$ cat config.mk
export PLATFORM = sky130hd
export DESIGN_NAME = knn_vote_reader
export DESIGN_NICKNAME = d
export VERILOG_FILES = /design/src/rtl/knn_vote_reader.sv
export SDC_FILE = /design/constraint.sdc
export NUM_CORES = 1
export LEC_CHECK = 0
export CAP_MARGIN = 20
export CORE_AREA = 2 2 117 119
export CTS_BUF_LIST = sky130_fd_sc_hd__clkbuf_8 sky130_fd_sc_hd__clkbuf_16
export DETAILED_ROUTE_END_ITERATION = 10
export DIE_AREA = 0 0 119 121
export PLACE_DENSITY = 0.75
export SLEW_MARGIN = 20
export SYNTH_ARGS = -nofsm -noshare
export SYNTH_HDL_FRONTEND = slang
export SYNTH_SLANG_ARGS = --single-unit
$ cat constraint.sdc
create_clock -name clk -period 3.05 [get_ports clk]
set_input_delay 0.305 -clock clk [delete_from_list [all_inputs] [get_ports clk]]
set_output_delay 0.305 -clock clk [all_outputs]
set_load 0.03 [all_outputs]
$ cat src/rtl/knn_vote_reader.sv
// Reader end of the K-nearest-neighbour list: counts per-class votes and picks the winner.
// Optional distance weighting (entry i adds K-i) enabled by defining KNN_WEIGHTED_VOTE_EN.

module knn_vote_cnt #(
  parameter int VOTE_W = 4,
  parameter int IDX_W  = 2,
  parameter int FI_W   = 3,
  parameter int K      = 4
) (
  input  logic              clk,
  input  logic              rst,
  input  logic              clr,
  input  logic              hit,
  input  logic [VOTE_W-1:0] weight,
  input  logic [IDX_W-1:0]  idx,
  output logic [VOTE_W-1:0] vote,
  output logic [FI_W-1:0]   first
);
  // first == K means the class has not been seen yet
  always_ff @(posedge clk) begin
    if (!rst || clr) begin
      vote  <= '0;
      first <= FI_W'(K);
    end else if (hit) begin
      vote <= vote + weight;
      if (FI_W'(idx) < first) first <= FI_W'(idx);
    end
  end
endmodule

module knn_vote_reader #(
  parameter int K      = 4,
  parameter int C      = 10,
  parameter int LBL_W  = 8,
  parameter int VOTE_W = 4,
  parameter int IDX_W  = 2
) (
  input  logic               clk,
  input  logic               rst,
  input  logic               start,
  input  logic [K*LBL_W-1:0] nb_label,
  input  logic [K-1:0]       nb_valid,
  output logic               busy,
  output logic               out_valid,
  input  logic               out_ready,
  output logic [LBL_W-1:0]   out_label,
  output logic [VOTE_W-1:0]  out_votes,
  output logic               out_empty,
  output logic               out_badlbl
);
  localparam int FI_W = IDX_W + 1;
  localparam int CI_W = (C > 1) ? $clog2(C) : 1;
  localparam logic [LBL_W-1:0] C_LBL    = LBL_W'(C);
  localparam logic [IDX_W-1:0] LAST_IDX = IDX_W'(K - 1);
  localparam logic [CI_W-1:0]  LAST_CLS = CI_W'(C - 1);

  typedef enum logic [2:0] {S_IDLE, S_LOAD, S_COUNT, S_SELECT, S_OUT} state_t;
  state_t state, state_nxt;

  logic load, count_en, sel_en;

  logic [K-1:0][LBL_W-1:0] lbl_q;
  logic [K-1:0]            vld_q;
  logic [IDX_W-1:0]        idx;
  logic [CI_W-1:0]         cidx;

  logic [C-1:0][VOTE_W-1:0] votes;
  logic [C-1:0][FI_W-1:0]   firsts;
  logic [C-1:0]             hits;

  logic [VOTE_W-1:0] best_votes;
  logic [FI_W-1:0]   best_first;
  logic [CI_W-1:0]   best_cls;

  // ---------------- FSM ----------------
  always_ff @(posedge clk) begin
    if (!rst) state <= S_IDLE;
    else      state <= state_nxt;
  end

  always_comb begin
    state_nxt = state;
    load      = 1'b0;
    count_en  = 1'b0;
    sel_en    = 1'b0;
    case (state)
      S_IDLE:   if (start) state_nxt = S_LOAD;
      S_LOAD: begin
        load      = 1'b1;
        state_nxt = S_COUNT;
      end
      S_COUNT: begin
        count_en = 1'b1;
        if (idx == LAST_IDX) state_nxt = S_SELECT;
      end
      S_SELECT: begin
        sel_en = 1'b1;
        if (cidx == LAST_CLS) state_nxt = S_OUT;
      end
      S_OUT:    if (out_ready) state_nxt = S_IDLE;
      default:  state_nxt = S_IDLE;
    endcase
  end

  assign busy      = (state != S_IDLE);
  assign out_valid = (state == S_OUT);

  // ---------------- COUNT: one entry per cycle ----------------
  logic [LBL_W-1:0]  ent_lbl;
  logic              ent_vld, in_range;
  logic [VOTE_W-1:0] weight;

  assign ent_lbl  = lbl_q[idx];
  assign ent_vld  = vld_q[idx];
  assign in_range = (ent_lbl < C_LBL);

`ifdef KNN_WEIGHTED_VOTE_EN
  assign weight = VOTE_W'(K) - VOTE_W'(idx);
`else
  assign weight = VOTE_W'(1);
`endif

  for (genvar c = 0; c < C; c++) begin : g_cls
    assign hits[c] = count_en & ent_vld & in_range & (ent_lbl == LBL_W'(c));
    knn_vote_cnt #(.VOTE_W(VOTE_W), .IDX_W(IDX_W), .FI_W(FI_W), .K(K)) u_cnt (
      .clk    (clk),
      .rst    (rst),
      .clr    (load),
      .hit    (hits[c]),
      .weight (weight),
      .idx    (idx),
      .vote   (votes[c]),
      .first  (firsts[c])
    );
  end

  // ---------------- SELECT: one class per cycle ----------------
  logic [VOTE_W-1:0] cur_votes, nb_votes;
  logic [FI_W-1:0]   cur_first, nb_first;
  logic [CI_W-1:0]   nb_cls;
  logic              upd;

  assign cur_votes = votes[cidx];
  assign cur_first = firsts[cidx];
  // equal totals: the class owning the nearer neighbour wins
  assign upd = (cur_votes > best_votes) ||
               ((cur_votes == best_votes) && (cur_votes != '0) && (cur_first < best_first));
  assign nb_votes = upd ? cur_votes : best_votes;
  assign nb_first = upd ? cur_first : best_first;
  assign nb_cls   = upd ? cidx      : best_cls;

  always_ff @(posedge clk) begin
    if (!rst) begin
      lbl_q      <= '0;
      vld_q      <= '0;
      idx        <= '0;
      cidx       <= '0;
      best_votes <= '0;
      best_first <= FI_W'(K);
      best_cls   <= '0;
      out_label  <= '0;
      out_votes  <= '0;
      out_empty  <= 1'b0;
      out_badlbl <= 1'b0;
    end else begin
      if (load) begin
        lbl_q      <= nb_label;
        vld_q      <= nb_valid;
        idx        <= '0;
        cidx       <= '0;
        best_votes <= '0;
        best_first <= FI_W'(K);
        best_cls   <= '0;
        out_badlbl <= 1'b0;
      end
      if (count_en) begin
        idx <= idx + IDX_W'(1);
        if (ent_vld && !in_range) out_badlbl <= 1'b1;
      end
      if (sel_en) begin
        best_votes <= nb_votes;
        best_first <= nb_first;
        best_cls   <= nb_cls;
        cidx       <= cidx + CI_W'(1);
        if (cidx == LAST_CLS) begin
          out_label <= (nb_votes == '0) ? '0 : LBL_W'(nb_cls);
          out_votes <= nb_votes;
          out_empty <= (nb_votes == '0);
        end
      end
    end
  end
endmodule
# Word level (Yosys, flattened, before mapping)
# Cells that the tools add are included.
[word_totals] out_inout_bits=16 regBits=140 word_cells=153 inputBits=40
[op_classes] n_lt_le_gt_ge=15 mux=31 n_reduce_logical=27 bitwise_logic=12 n_addsub=12 n_eq_ne=21
[ops] operator="adder 4 x 1 -> 4 bit, second input constant" count=11
[ops] operator="== test 8 x 3 -> 1 bit, second input constant" count=4
[ops] operator="two-way mux 4 bit" count=8
[ops] operator="< comparator 2 x 3 -> 1 bit" count=10
[ops] operator="two-way mux 3 bit" count=8
[ops] operator="AND reduction 2 bit" count=12
[ops] operator="binary-select mux 4 bit (select 4 bit)" count=1
[ops] operator="binary-select mux 8 bit (select 2 bit)" count=1
[ops] operator="== test 8 x 2 -> 1 bit, second input constant" count=2
[ops] operator="== test 8 x 4 -> 1 bit, second input constant" count=2
[ops] operator="case mux 3 bit (5 select lines)" count=1
[ops] operator="AND 1 bit" count=12
[ops] operator="binary-select mux 3 bit (select 4 bit)" count=1
[ops] operator="== test 8 x 1 -> 1 bit, second input constant" count=1
[ops] operator="logical NOT 8 bit" count=1
[ops] operator="< comparator 8 x 4 -> 1 bit, second input constant" count=1
[ops] operator="two-way mux 8 bit" count=1
[ops] operator="two-way mux 1 bit" count=7
[ops] operator="== test 3 x 2 -> 1 bit, second input constant" count=2
[ops] operator="!= test 2 bit, second input constant" count=3
[ops] operator="< comparator 4 x 5 -> 1 bit, second input constant" count=1
[ops] operator="== test 4 bit" count=1
[ops] operator="== test 4 bit, second input constant" count=1
[ops] operator="> comparator 4 bit" count=1
[ops] operator="other kinds (18)" count=25

# Depth between registers and ports, before layout
[logic_depth] ltp_word=9 depth_mapped=15

# Cells and area by module
# Synthesis repeated with hierarchy kept, for this count alone.
[hier_totals] cells_unflattened=870 area_unflattened_um2=7902.6
[modules_own_cells] mod="knn_vote_cnt" cells_per_inst=41 instances=10 seq_area_each_um2=140.1 area_per_inst_um2=396.6
[modules_own_cells] mod="knn_vote_reader" cells_per_inst=460 instances=1 seq_area_each_um2=1321.3 area_per_inst_um2=3936.3

# Worst setup path before layout
# Ideal clock, no wire load.
[synth_timing] path_kind="register -> register" startpoint="reg cidx[1]" endpoint="reg best_first[0]" period_less_slack_ns=3.012 arrival_ns=2.895 path_stages_with_launch=14 setup_time_ns=0.116 setup_slack_ns=0.038 required_ns=2.934 path_cell_list="dfxtp_1 > buf_4 > buf_6 > buf_4 > mux4_2 > a21oi_1 > a21oi_1 > ha_1 > a211oi_1 > o21ai_0 > o21bai_1 > buf_4 > o21ai_0 > a31o_2"
[synth_via] elab_chain_len=8 elab_cells_between_ends=15
[synth_rtl] element="from (decl)" line_no="65" source="logic [CI_W-1:0] cidx;"
[synth_rtl] element="from (signal assigned)" line_no="184" source="cidx <= cidx + CI_W'(1);"
[synth_rtl] element="branches (longest 8 deep; another with > comparator 4 bit)"
[synth_rtl] element="to (signal assigned)" line_no="159" source="best_first <= FI_W'(K);"
[synth_rtl] element="to (signal assigned)" line_no="172" source="best_first <= FI_W'(K);"
[synth_rtl] element="to (signal assigned)" line_no="182" source="best_first <= nb_first;"
[synth_rtl] element="to (decl)" line_no="72" source="logic [FI_W-1:0] best_first;"
# Several ways; the timed one is not identified. The select of a mux whose other input is x is not followed.
# A chain may end at the register's enable or synchronous reset.

# Worst setup path after layout
# Ends and elaborated chain as after synthesis.

==> flow_summary.ini <==
[yosys]
synth_common_cells = dfxtp_1 (136), nand2_1 (133), nor2_1 (65), mux2i_1 (49), nand3_1 (49)
synthMuxAreaShare_pct = 10.2
yosys_warnings = 0
synth_top_family_by_area = simple AND/OR/NAND/NOR gates
synth-simple-area-share_pct = 20.2
synthFlopType = dfxtp_1
syn_avg_cell_area_sq_um = 8.41
syn_inst = 811
async_flop_share_pct = 0
synth_largest_area_cell = dfxtp_1
synth_seq_cells = 136
netlist_area_sq_mm = 0.00682
synth_compound_area_share_pct = 14.6
synth-edff-count = 0
synth_xor_area_share_pct = 3.72
synthAdderAreaFrac_pct = 5.32
ys_top_cells_by_area = dfxtp_1 (40%), nand2_1 (7.3%), mux2i_1 (7.2%), ha_1 (5.3%), nand3_1 (3.6%)
yosysMostFrequentCell = dfxtp_1
synth_cell_types = 48
seq_area_frac_synth_pct = 39.9
synth_top_area_share_pct = 39.9

[route]
dr_total_vias = 5878
detail_route.iter0.violations = 439
wire_per_inst_um = 16.0
totalWireLength_um = 16700
vias_per_cell = 5.63
drc = 0
ant_nets = 0
drtPass1Iterations = 5

[place]
placedCellCount = 1011
io_buffers = 51
gp_congestion = 0.884
place_area_sq_mm = 0.00752
dpl.hpwl_um = 11100

[clock_network]
clock_insertion_delay_worst_skew_ns = 0.42
cts_buffers = 17
htreeDepth = 4
cts_buffer_depth = 2
cts_tree = done
path_clk_slew_ns = 0.06
clkSinkCount = 136
cts_root_buf = clkbuf_16

[min_path]
hp-class = primary input to flop

[floorplan]
die_x_um = 119
die-area_sq_mm = 0.0144
coreArea_sq_mm = 0.0131
io_pins = 56
num_rows = 42
initial_core_util_pct = 52.1
die_height_um = 121

[pwr]
total_power_mw = 4.20
ir_drop_uv = 373
p_per_area_mw_per_mm2 = 514
power.leakage_nw = 2.96

[layout]
final_util_pct = 62.5
fin_cells = 1044
drive_gt1_share_pct = 9.91
design_area_sq_mm = 0.00818
area_growth_pct = 20.0
n_antenna_cell = 0
nets = 926

[sta]
relSlewSlack_pct = 51.7
timing.fmax_ghz = 0.345
drv_slew = 0
post-route-min-period_ns = 2.90
finClkSkew_ns = 0.00827
worst_pin_slew_ns = 0.724
setup_viol = 0
rsz0062_at_grt = no
tns_ns = 0
min_period_over_period_pct = 95.0
hold_viol_final = 0

[critical_path]
critPathRequiredTime_ns = 3.36
crit_type = flop to flop
end_kind = flop
critPathBufInv = 2
startpoint_type = flop
critical-path-max-stage-delay_ns = 0.39
cp_top_family = compound AO/OA/AOI/OAI gates
critical_path_arrival_ns = 3.21
crit_chain = buf_12 -> mux2i_1 -> o22ai_1 -> o22a_1 -> ha_1 -> nand4_1 -> a211oi_1 -> o21ai_0 -> o21bai_2 -> buf_12 -> o21ai_0 -> a31o_2
cp_max_fo = 16
crit_slowest_cell = dfxtp_2

[grt]
grt_overflow = 0
antenna_found_initial = 0
grt_pass1_vias = 5493
grt_usage_pct = 23.6
grt_max_degree = 62
grt_pass1_wl_um = 27000

[flow_run]
maxCapViolCount = 0

[run_status]
outcome = finished clean
[path summary, 6_finish.rpt]
check	from	end	slack [ns]	depth (start not counted)
setup / recovery	cidx[1]$_SDFFE_PN0P_	best_first[0]$_SDFFE_PN0P_	0.15	12
hold / removal	nb_label[5]	lbl_q[5]$_SDFFE_PN0P_	0.43	3
setup reg to reg	cidx[1]$_SDFFE_PN0P_	best_first[0]$_SDFFE_PN0P_	0.15	12
hold reg to reg	out_label[0]$_SDFFE_PN0P_	out_label[0]$_SDFFE_PN0P_	0.45	2
[power by group]
group          total, mW  internal (mW)  switching, mW
combinational      0.301          0.120          0.181
clock               2.08           1.30          0.781
sequential          1.83           1.81         0.0205
[stage by stage]
| step | hold slack [ns] | setup WS [ns] |
|---|---|---|
| final | 0.435 | 0.152 |
| after global routing | 0.448 | 0.0133 |
| after CTS | 0.426 | 0.0522 |
| after detailed placement | 0.444 | 0.0858 |
| after global placement | 0.438 | 0.124 |
| after floorplan | 0.433 | 0.0384 |
[worst reg2reg max path, delay by kind of cell, from the launching register on]
kind,cells,cell delay (ns)
flops,1,0.39
compound gates,7,1.36
fa+ha+maj,1,0.35
simple gates,1,0.13
mux,1,0.21
buf+inv,2,0.34
[cells in the final DEF (no fill, tap or decap), types with 11 or more instances in the layout]
cell and count:
dfxtp_1 134, nand2_1 133, nor2_1 63, clkdlybuf4s50_1 50
nand3_1 49, mux2i_1 49, a21oi_1 39, o21ai_0 39
inv_1 32, ha_1 29, a21boi_0 27, buf_4 25
clkbuf_16 19, xor2_1 17, o22ai_1 15, xnor2_1 12
nand4_1 11
[cell type report]
type,count,area (sq um)
multi-input combinational,588,3720
fill,1120,4900
timing repair buffer,81,803
tap,176,220
inverter,33,124
clock buffer,18,439
sequential,136,2730
clock inverter,12,154
[registers in the layout (all words and copies together), names as in the netlist]
register and cells:
best_votes 4, cidx 4, vld_q 4, out_votes 4
best_first 3, best_cls 4, g_cls.u_cnt.first 30, g_cls.u_cnt.vote 40
state 3, lbl_q 32, out_empty 1, out_label 4
idx 2, out_badlbl 1
[metal layers]
metal  track usage, %  wire (um)
met5                0          0
met1             30.9       7670
met2             39.3       7920
met4             6.70        251
met3             5.17        824
[kinds of logic (layout without fill, tap and decap cells)]
logic type / Yosys count / in the layout
AO/OA/AOI/OAI: 161 / 161
XOR/XNOR: 29 / 29
adder cells (fa/ha/maj): 29 / 29
buffers and inverters: 90 / 144
flip-flops: 136 / 136
multiplexers: 58 / 58
other: 1 / 4
AND/OR/NAND/NOR: 307 / 307
[repair_timing]
action                     4_1_cts  5_1_grt
buffers inserted                 0        1
resized for setup                0        6
setup endpoints to repair        0       12
hold buffers                     0        0
Note: power is estimated with default switching activity, not from simulation.
